$ cat config.mk
export PLATFORM = sky130hd
export DESIGN_NAME = freq_gate_counter
export DESIGN_NICKNAME = d
export VERILOG_FILES = /design/src/rtl/freq_gate_counter.sv
export SDC_FILE = /design/constraint.sdc
export NUM_CORES = 1
export LEC_CHECK = 0
export CAP_MARGIN = 20
export CORE_MARGIN = 2
export CORE_UTILIZATION = 50
export CTS_CLUSTER_SIZE = 16
export DETAILED_ROUTE_END_ITERATION = 8
export HOLD_SLACK_MARGIN = 0.12
export PLACE_DENSITY = 0.68
export SYNTH_ARGS = -nofsm -noshare
export SYNTH_HDL_FRONTEND = slang
export SYNTH_SLANG_ARGS = --single-unit
$ cat constraint.sdc
create_clock -name iClk -period 5.79 [get_ports iClk]
set_input_delay 1.158 -clock iClk [delete_from_list [all_inputs] [get_ports iClk]]
set_output_delay 1.158 -clock iClk [all_outputs]
set_load 0.005 [all_outputs]
$ cat src/rtl/freq_gate_counter.sv
// -----------------------------------------------------------------------------
// freq_gate_counter
//   Measures the frequency of an asynchronous signal by counting its rising
//   edges between consecutive gate ticks (1 Hz single-cycle pulses). At each
//   gate tick the closing window's count is latched with a one-cycle strobe.
//
// Ports:
//   iClk      system clock
//   irst      synchronous reset, active-low
//   iGate     gate tick, one cycle high marks a window boundary
//   iEnable   measurement enable (level)
//   iSignal   asynchronous signal under measurement
//   oFreq     rising-edge count of the last completed window (saturating)
//   oValid    one-cycle strobe: oFreq/oOverflow updated this cycle
//   oOverflow last completed window saturated the counter
//   oBusy     high while counting windows
// -----------------------------------------------------------------------------
module freq_gate_counter #(
  parameter int CNT_W       = 27,
  parameter int SYNC_STAGES = 2
) (
  input  logic             iClk,
  input  logic             irst,
  input  logic             iGate,
  input  logic             iEnable,
  input  logic             iSignal,
  output logic [CNT_W-1:0] oFreq,
  output logic             oValid,
  output logic             oOverflow,
  output logic             oBusy
);

  typedef enum logic [1:0] {
    IDLE  = 2'd0,
    ARM   = 2'd1,
    COUNT = 2'd2
  } state_t;

  state_t                 r_state;
  logic [SYNC_STAGES-1:0] r_sync;
  logic                   r_hist;
  logic [CNT_W-1:0]       r_cnt;
  logic                   r_sticky;

  logic                   w_sync_out;
  logic                   w_edge;
  logic                   w_full;
  logic [CNT_W-1:0]       w_cnt_inc;
  logic [CNT_W-1:0]       w_close;
  logic                   w_close_ovf;

  assign w_sync_out  = r_sync[SYNC_STAGES-1];
  assign w_edge      = w_sync_out & ~r_hist;
  assign w_full      = (r_cnt == {CNT_W{1'b1}});
  assign w_cnt_inc   = r_cnt + {{(CNT_W-1){1'b0}}, 1'b1};
  // Value reported at a gate: an edge in the gate cycle still belongs to the
  // closing window, but may not wrap an already-saturated counter.
  assign w_close     = (w_edge && !w_full) ? w_cnt_inc : r_cnt;
  assign w_close_ovf = r_sticky | (w_edge & w_full);

  // Synchronizer chain for iSignal plus the edge-history flop.
  always_ff @(posedge iClk) begin
    if (!irst) begin
      r_sync <= {SYNC_STAGES{1'b0}};
      r_hist <= 1'b0;
    end else begin
      r_sync <= {r_sync[SYNC_STAGES-2:0], iSignal};
      r_hist <= w_sync_out;
    end
  end

  // Measurement FSM: window counter, overflow sticky and registered outputs.
  always_ff @(posedge iClk) begin
    if (!irst) begin
      r_state   <= IDLE;
      r_cnt     <= {CNT_W{1'b0}};
      r_sticky  <= 1'b0;
      oFreq     <= {CNT_W{1'b0}};
      oValid    <= 1'b0;
      oOverflow <= 1'b0;
      oBusy     <= 1'b0;
    end else begin
      oValid <= 1'b0;
      case (r_state)
        IDLE: begin
          r_cnt    <= {CNT_W{1'b0}};
          r_sticky <= 1'b0;
          oBusy    <= 1'b0;
          if (iEnable) begin
            r_state <= ARM;
          end
        end
        ARM: begin
          // The first gate only opens a window; nothing is reported.
          if (!iEnable) begin
            r_state <= IDLE;
          end else if (iGate) begin
            r_state  <= COUNT;
            r_cnt    <= {CNT_W{1'b0}};
            r_sticky <= 1'b0;
            oBusy    <= 1'b1;
          end
        end
        COUNT: begin
          // Enable is checked first: dropping it discards the partial window.
          if (!iEnable) begin
            r_state  <= IDLE;
            r_cnt    <= {CNT_W{1'b0}};
            r_sticky <= 1'b0;
            oBusy    <= 1'b0;
          end else if (iGate) begin
            oFreq     <= w_close;
            oOverflow <= w_close_ovf;
            oValid    <= 1'b1;
            r_cnt     <= {CNT_W{1'b0}};
            r_sticky  <= 1'b0;
          end else if (w_edge) begin
            if (w_full) begin
              r_sticky <= 1'b1;
            end else begin
              r_cnt <= w_cnt_inc;
            end
          end
        end
        default: begin
          r_state  <= IDLE;
          r_cnt    <= {CNT_W{1'b0}};
          r_sticky <= 1'b0;
          oBusy    <= 1'b0;
        end
      endcase
    end
  end

endmodule

; ---- Word-level counts from Yosys, hierarchy flattened
; Index checks and enable logic that the tools add are counted.
[op_classes]
n_addsub = 1
n_mul = 0
div_mod_pow = 0
order_cmp = 0
eq_ne = 11
n_shift = 0
muxes = 25
n_bitwise = 4
reduce_logical = 9
[ops]
columns = cell, count
row1 = $mux 27, 7
row2 = $pmux 27 s2, 1
row3 = $add 27x1->27 const B, 1
row4 = $eq 27x27->1 const B, 1
row5 = $ne 4x4->1 const B, 3
row6 = $reduce_and 3->1, 4
row7 = $mux 1, 10
row8 = $mux 2, 4
row9 = $ne 2x2->1 const B, 4
row10 = $reduce_and 4->1, 2
row11 = $pmux 2 s3, 1
row12 = $pmux 1 s2, 2
row13 = $ne 3x3->1 const B, 1
row14 = $and 1x1->1, 2
row15 = $eq 2x1->1 const B, 1
row16 = $eq 2x2->1 const B, 1
row17 = $logic_not 2->1, 1
row18 = $logic_and 1x1->1, 1
row19 = $logic_not 1->1, 1
row20 = $not 1->1, 1
row21 = $or 1x1->1, 1
[word_totals]
regBits = 63
latchBits = 0
ram_bits = 0
rom_bits = 0
inputBits = 5
out_inout_bits = 30
n_memories = 0

; ---- Depth between registers and ports, before layout
; Gate-level depths: netlist (run 1).
[depth]
depth_word = 6
mapped_depth = 8
depth_no_buf = 6

; ---- Least setup slack after synthesis (run 1)
; No wires, ideal clock.
[synth_timing]
path_type = input to register
startpoint = input iGate
endpoint = register r_cnt[22]
t_arrival_ns = 2.262
required_time_ns = 5.732
setup_slack_ns = 3.471
cell_stages = 6
path_buffers = 1
cell_sequence = and4bb_2 -> nand3_1 -> a31oi_1 -> buf_2 -> and3_1 -> a211o_1
[synth_between]
elab_chain_cells = 3
word_cells_on_any_way = 7
classes_between = eq/ne (3) / mux (3) / reduce/logical (1)
[synth_lines]
columns = item, line_no
row1 = "start, declared", 24  ; input logic iGate,
row2 = $mux 27, 111  ; end else if (iGate) begin
row3 = $mux 27, 106  ; if (!iEnable) begin
row4 = $pmux 27 s2, 84  ; case (r_state)
row5 = "end signal, assigned", 86  ; r_cnt <= {CNT_W{1'b0}};
row6 = "end signal, assigned", 108  ; r_cnt <= {CNT_W{1'b0}};
row7 = "end signal, assigned", 115  ; r_cnt <= {CNT_W{1'b0}};
row8 = "end, declared", 42  ; logic [CNT_W-1:0] r_cnt;
; Parallel ways exist; a longest one is shown, timed or not.
; A chain may end at the register's enable or synchronous reset.

; ---- Worst setup path after layout (run 1)
[layout_timing]
startpoint = register r_cnt[0]
endpoint = register r_cnt[13]
[layout_between]
elab_chain_cells = 6
word_cells_on_any_way = 9
classes_between = add/sub (1) / eq/ne (2) / mux (5) / reduce/logical (1)
[layout_lines]
columns = item, line_no
row1 = "start signal, assigned", 76  ; r_cnt <= {CNT_W{1'b0}};
row2 = "start signal, assigned", 86
row3 = "start signal, assigned", 99  ; r_cnt <= {CNT_W{1'b0}};
row4 = $add 27x1->27, 55  ; assign w_cnt_inc = r_cnt + {{(CNT_W-1){1'b0}}, 1'b1};
row5 = $mux 27, 118  ; if (w_full) begin
row6 = $mux 27, 117  ; end else if (w_edge) begin
row7 = $mux 27, 111
row8 = $mux 27, 106
row9 = $pmux 27 s2, 84
; Parallel ways exist; a longest one is shown, timed or not. The select of a mux whose other input is x is not followed.

==> results.py, run 1 <==
metrics = {
    "outcome": {
        "outcome": "complete, no violations",
    },
    "synth": {
        "syn_area_mm2": 0.00319,
        "synth_top_family_by_area": "simple AND/OR/NAND/NOR gates",
        "synth_seq_area_share": 0.395,
        "syn_avg_cell_area_um2": 8.43,
        "yosys.area.top_type_share": 0.395,
        "synth_most_common_cell": "dfxtp_1",
        "yosysWarnings": 0,
        "synthesis.nets": 385,
        "synth.largest_area_cell": "dfxtp_1",
        "muxShareOfSynthArea": 0.00666,
        "synth-edff-count": 0,
        "synth_simple_gate_area_frac": 0.267,
        "synth-seq-cells": 63,
        "synth_cell_types": 46,
        "synthTopCellsByCount": "dfxtp_1, o21ai_0, and3_1",
        "synth_xor_area_frac": 0.0219,
        "synthCells": 379,
        "synth_compound_area_frac": 0.250,
        "synth-main-ff-cell": "dfxtp_1",
        "synthArstFlopShare": 0,
        "synthAdderAreaFrac": 0.00392,
        "synth.area.top_cells": "dfxtp_1, o21ai_0, a211o_1",
    },
    "routing": {
        "drt_first_pass_iters": 4,
        "drc_errors": 0,
        "vias": 2928,
        "initialDrtViolationCount": 267,
        "ant_nets": 0,
        "wl_per_cell_um": 16.0,
        "wl_um": 7630,
        "post_drt_via_cell_ratio": 6.15,
    },
    "global_routing": {
        "grt_pass1_wl_um": 13000,
        "antenna_found_initial": 0,
        "gr-total-overflow": 0,
        "grt_pass1_vias": 2608,
        "grt_start_max_net_pins": 59,
        "track_usage": 0.229,
    },
    "clock_network": {
        "cts_setup_buffers": 0,
        "cts.reportedPaths.clkPinSlew_ps": 80,
        "cts-resized-gates": 0,
        "cts_buffers": 9,
        "clock_path_buffers": 2,
        "cts_tree": "built",
        "clock_latency_ps": 350,
        "cts.sinks": 63,
        "holdBufCountCts": 0,
        "cts_root_buffer": "clkbuf_8",
        "cts_max_level": 3,
    },
    "placed_design": {
        "pre_cts_ws_ps": 2420,
        "place_hpwl_um": 4970,
        "gp_congestion": 0.834,
        "portBuffers": 34,
    },
    "worst_setup_path": {
        "rrSetupSlack_ps": 2680,
        "cp_slowest_cell": "nor4_4",
        "cp_cell_sequence": "ha_1 > nand3_2 > nor4_4 > a31oi_1 > buf_4 > and3_1 > a211o_1",
        "critPathKind": "reg -> reg",
        "cp_top_family": "simple AND/OR/NAND/NOR gates",
        "crit_fanout": 15,
        "worst_setup_path_end_kind": "flop",
        "required_ps": 6030,
        "crit_buf_inv": 1,
        "cp.arrival_ps": 3350,
        "start_kind": "flop",
        "slowest_delay_ps": 800,
    },
    "sta": {
        "slew_headroom": 0.423,
        "fmax_ghz": 0.321,
        "rsz0062_at_grt": "false",
        "finalHoldViolCount": 0,
        "setup_viol": 0,
        "finalCriticalPeriod_ps": 3110,
        "drv_slew": 0,
        "layout_setup_ws_ps": 2680,
        "period_share": 0.537,
        "finClkSkew_ps": 11.4,
        "setup_tns_ps": 0,
        "worstMarginPinSlew_ps": 859,
    },
    "finish": {
        "final_layout_size_suffix_gt1_frac": 0.0777,
        "fin_util": 0.586,
        "final_nets": 400,
        "num-fill-cells": 605,
        "diodes": 0,
        "area_growth_pct": 15.2,
    },
    "power_and_ir_drop": {
        "power_density_mw_per_mm2": 218,
        "p_leak_nw": 1.41,
        "ir_worst_vdd_mv": 0.129,
    },
    "floorplan": {
        "die_width_um": 83.9,
        "start_util": 0.509,
        "dieArea_mm2": 0.00704,
        "num_io_pins": 35,
        "dieHeight_um": 83.9,
        "core_area_mm2": 0.00628,
        "rows": 29,
    },
    "job": {
        "drv_cap": 0,
    },
    "hold_path": {
        "min_path_type": "reg -> reg",
    },
}
power breakdown:
part | total [mW] | internal [mW] | switching [mW]
Combinational | 0.0242 | 0.00992 | 0.0143
Clock | 0.340 | 0.155 | 0.186
Sequential | 0.438 | 0.436 | 0.00165
path summary, 6_finish.rpt:
path	start	end	cells after the start
setup reg to reg	r_cnt[0]$_SDFFE_PN0P_	r_cnt[13]$_SDFFE_PN0P_	7
hold reg to reg	r_sync[0]$_SDFF_PN0_	r_sync[1]$_SDFF_PN0_	1
hold / removal	r_sync[0]$_SDFF_PN0_	r_sync[1]$_SDFF_PN0_	1
setup / recovery	r_cnt[0]$_SDFFE_PN0P_	r_cnt[13]$_SDFFE_PN0P_	7
cells in the final DEF (no fill, tap or decap), types with 6 or more instances in the layout:
master and count:
a211o_1 19, a21oi_1 20, a31oi_1 18, and2_1 6
and3_1 25, clkbuf_8 9, clkdlybuf4s50_1 34, dfxtp_1 63
nand2_1 18, nand3_1 18, nand4_1 10, nor3_1 23
o21ai_0 43, or3_1 15, xnor2_1 7
metrics by stage:
step	total power, mW	instances	hold WS (ps)	instance area [um^2]
floorplan	0.462	379	412	3190
global placement	0.472	460	419	3510
detailed placement	0.472	460	425	3510
CTS	0.808	476	445	3680
global route	0.835	476	459	3680
finish	0.802	476	439	3680
layer usage:
layer / global-route usage / vias to the layer above / share of wire
li1: - / 1481 / -
met1: 0.342 / 1358 / 0.52
met2: 0.322 / 80 / 0.42
met3: 0.0603 / 9 / 0.052
met4: 0.0630 / 0 / 0.0096
met5: 0 / - / 0
worst reg2reg max path: stages (launching register included):
cell and delay [ps]:
dfxtp_1 460, ha_1 290, nand3_2 190, nor4_4 810
a31oi_1 490, buf_4 330, and3_1 200, a211o_1 250
cell families (layout without fill, tap and decap cells):
logic type	after synthesis	after routing
and+or+nand+nor	142	142
AOI/OAI and AO/OA	124	124
DFF	63	63
buffers and inverters	39	59
xor gates and xnor gates	8	8
muxes	2	2
adders and majority gates	1	1
flip-flops by register name (all words and copies together) (netlist names):
signal     count
r_sync         2
oBusy          1
oValid         1
r_state        2
oFreq         27
oOverflow      1
r_sticky       1
r_hist         1
r_cnt         27
area by class of cell:
type	instances	area, um^2	share of cell area
multi-input cells	277	1760	0.477
flip-flops and latches	63	1260	0.343
repair buffers	39	378	0.103
clock buffers	9	124	0.0337
well taps	77	96.3	0.0262
clock inverters	7	50.0	0.0136
inverters	4	15.0	0.00408
(Power assumes the default switching activity.)
==> inputs of run 2 (changes only) <==
==> constraint.sdc (replaced) <==
create_clock -name iClk -period 3.09 [get_ports iClk]
set_input_delay 0.618 -clock iClk [delete_from_list [all_inputs] [get_ports iClk]]
set_output_delay 0.618 -clock iClk [all_outputs]
set_load 0.005 [all_outputs]
==> results.py, run 2 (same netlist as run 1, synthesis figures left out) <==
metrics = {
    "outcome": {
        "outcome": "complete, no violations",
    },
    "hold_path": {
        "hold_end": "r_sync[1]$_SDFF_PN0_",
        "min_path_type": "reg -> reg",
        "hold_start": "r_sync[0]$_SDFF_PN0_",
        "hold_depth": 1,
    },
    "global_routing": {
        "gr-total-overflow": 0,
        "globalRouteMet2Util": 0.304,
        "use_met1": 0.363,
        "use_met3": 0.0297,
        "track_usage": 0.227,
        "grt_start_max_net_pins": 42,
        "gr-max-usage-layer": "met1",
        "antenna_found_initial": 0,
        "grt_pass1_wl_um": 13000,
        "grt_pass1_vias": 2562,
    },
    "finish": {
        "area_growth_pct": 17.3,
        "final_common_cell": "dfxtp_1",
        "final_layout_size_suffix_gt1_frac": 0.0844,
        "top_regs": "oFreq (27), r_cnt (27)",
        "diodes": 0,
        "final_nets": 404,
        "num-fill-cells": 593,
        "fin_cells": 480,
        "layout_common_cells": "dfxtp_1, o21ai_0, clkdlybuf4s50_1, and3_1, nor3_1",
    },
    "worst_setup_path": {
        "crit_buf_inv": 0,
        "critPathKind": "reg -> reg",
        "start_kind": "flop",
        "required_ps": 3310,
        "slowest_delay_ps": 630,
        "cp_slowest_cell": "a31o_2",
        "cp_cell_sequence": "ha_1 > nand3_2 > nor4_4 > a31o_2 > nor3_1 > a211o_1",
        "rrSetupSlack_ps": 430,
        "reg2reg_depth": 6,
        "cp_top_family": "compound AO/OA/AOI/OAI gates",
        "r2r_start": "r_cnt[0]$_SDFFE_PN0P_",
        "cp.arrival_ps": 2890,
        "worstReg2RegEnd": "r_cnt[25]$_SDFFE_PN0P_",
        "worst_setup_path_end_kind": "flop",
        "crit_fanout": 25,
    },
    "clock_network": {
        "cts.sinks": 63,
        "cts_tree": "built",
        "cts.reportedPaths.clkPinSlew_ps": 70,
        "cts_max_level": 3,
        "holdBufCountCts": 0,
        "cts_setup_buffers": 0,
        "clock_latency_ps": 340,
        "cts_root_buffer": "clkbuf_8",
        "cts-resized-gates": 0,
        "cts_buffers": 9,
        "clock_path_buffers": 2,
    },
    "placed_design": {
        "place_inst": 464,
        "gp_congestion": 0.822,
        "place_hpwl_um": 5170,
        "portBuffers": 34,
    },
    "power_and_ir_drop": {
        "ir_worst_vdd_mv": 0.268,
        "power_density_mw_per_mm2": 422,
        "p_leak_nw": 1.44,
    },
    "routing": {
        "wl_per_cell_um": 15.9,
        "post_drt_via_cell_ratio": 6.07,
        "wl_um": 7620,
        "drc_errors": 0,
        "drt_first_pass_iters": 4,
        "vias": 2914,
        "ant_nets": 0,
        "initialDrtViolationCount": 266,
    },
    "floorplan": {
        "dieHeight_um": 83.9,
        "rows": 29,
        "core_area_mm2": 0.00628,
        "dieArea_mm2": 0.00704,
        "die_width_um": 83.9,
        "num_io_pins": 35,
        "start_util": 0.509,
    },
    "sta": {
        "drv_slew": 0,
        "finalHoldViolCount": 0,
        "finClkSkew_ps": 6.79,
        "period_share": 0.862,
        "fmax_ghz": 0.376,
        "setup_tns_ps": 0,
        "slew_headroom": 0.499,
        "finalCriticalPeriod_ps": 2660,
        "setup_viol": 0,
        "worstMarginPinSlew_ps": 749,
        "rsz0062_at_grt": "false",
    },
    "job": {
        "drv_cap": 0,
    },
}
[run 2: cell type report]
class / instances / area (um^2) / share of cell area
clock buffer: 11 / 141 / 0.0377
clock inverter: 5 / 57.6 / 0.0154
inverter: 4 / 15.0 / 0.00401
multi-input combinational: 277 / 1760 / 0.468
sequential: 63 / 1260 / 0.337
tap: 77 / 96.3 / 0.0257
timing repair buffer: 43 / 420 / 0.112
[run 2: layer usage]
metal  vias to the layer above  wire length (um)
met5                         -                 0
li1                       1476                 -
met3                        10               293
met1                      1360              4150
met2                        68              3060
met4                         0               112
[run 2: how the worst max path moves through the flow]
| stage | startpoint | end | slack, ps | cells past startpoint |
|---|---|---|---|---|
| detailed placement | r_cnt[0]$_SDFFE_PN0P_ | r_cnt[25]$_SDFFE_PN0P_ | 460 | 6 |
| floorplan | r_cnt[0]$_SDFFE_PN0P_ | r_cnt[14]$_SDFFE_PN0P_ | 1070 | 7 |
| finish | r_cnt[0]$_SDFFE_PN0P_ | r_cnt[25]$_SDFFE_PN0P_ | 430 | 6 |
| global route | r_cnt[0]$_SDFFE_PN0P_ | r_cnt[15]$_SDFFE_PN0P_ | 210 | 6 |
| global placement | r_cnt[0]$_SDFFE_PN0P_ | r_cnt[25]$_SDFFE_PN0P_ | 470 | 6 |
| CTS | r_cnt[0]$_SDFFE_PN0P_ | r_cnt[25]$_SDFFE_PN0P_ | 450 | 6 |
[run 2: metrics by stage]
step | utilization | hold slack, ps | total power [mW] | setup WS, ps | instance area [um^2]
floorplan | - | 412 | 0.865 | 1070 | 3190
global placement | 0.565 | 415 | 0.885 | 467 | 3550
detailed placement | 0.565 | 432 | 0.886 | 463 | 3550
CTS | 0.597 | 460 | 1.60 | 445 | 3750
global route | 0.597 | 483 | 1.65 | 214 | 3750
finish | 0.597 | 455 | 1.58 | 428 | 3750
[run 2: report_power, final]
part | total, mW | internal [mW] | switching [mW]
sequential | 0.820 | 0.817 | 0.00299
combinational | 0.0470 | 0.0197 | 0.0274
clock | 0.714 | 0.393 | 0.321
[run 2: worst reg2reg max path, delay by kind of cell (launching register included)]
kind                     cells  cell delay [ps]
AO/OA/AOI/OAI                2              910
flip-flops                   1              450
adder cells (fa/ha/maj)      1              290
AND/OR/NAND/NOR              3              910
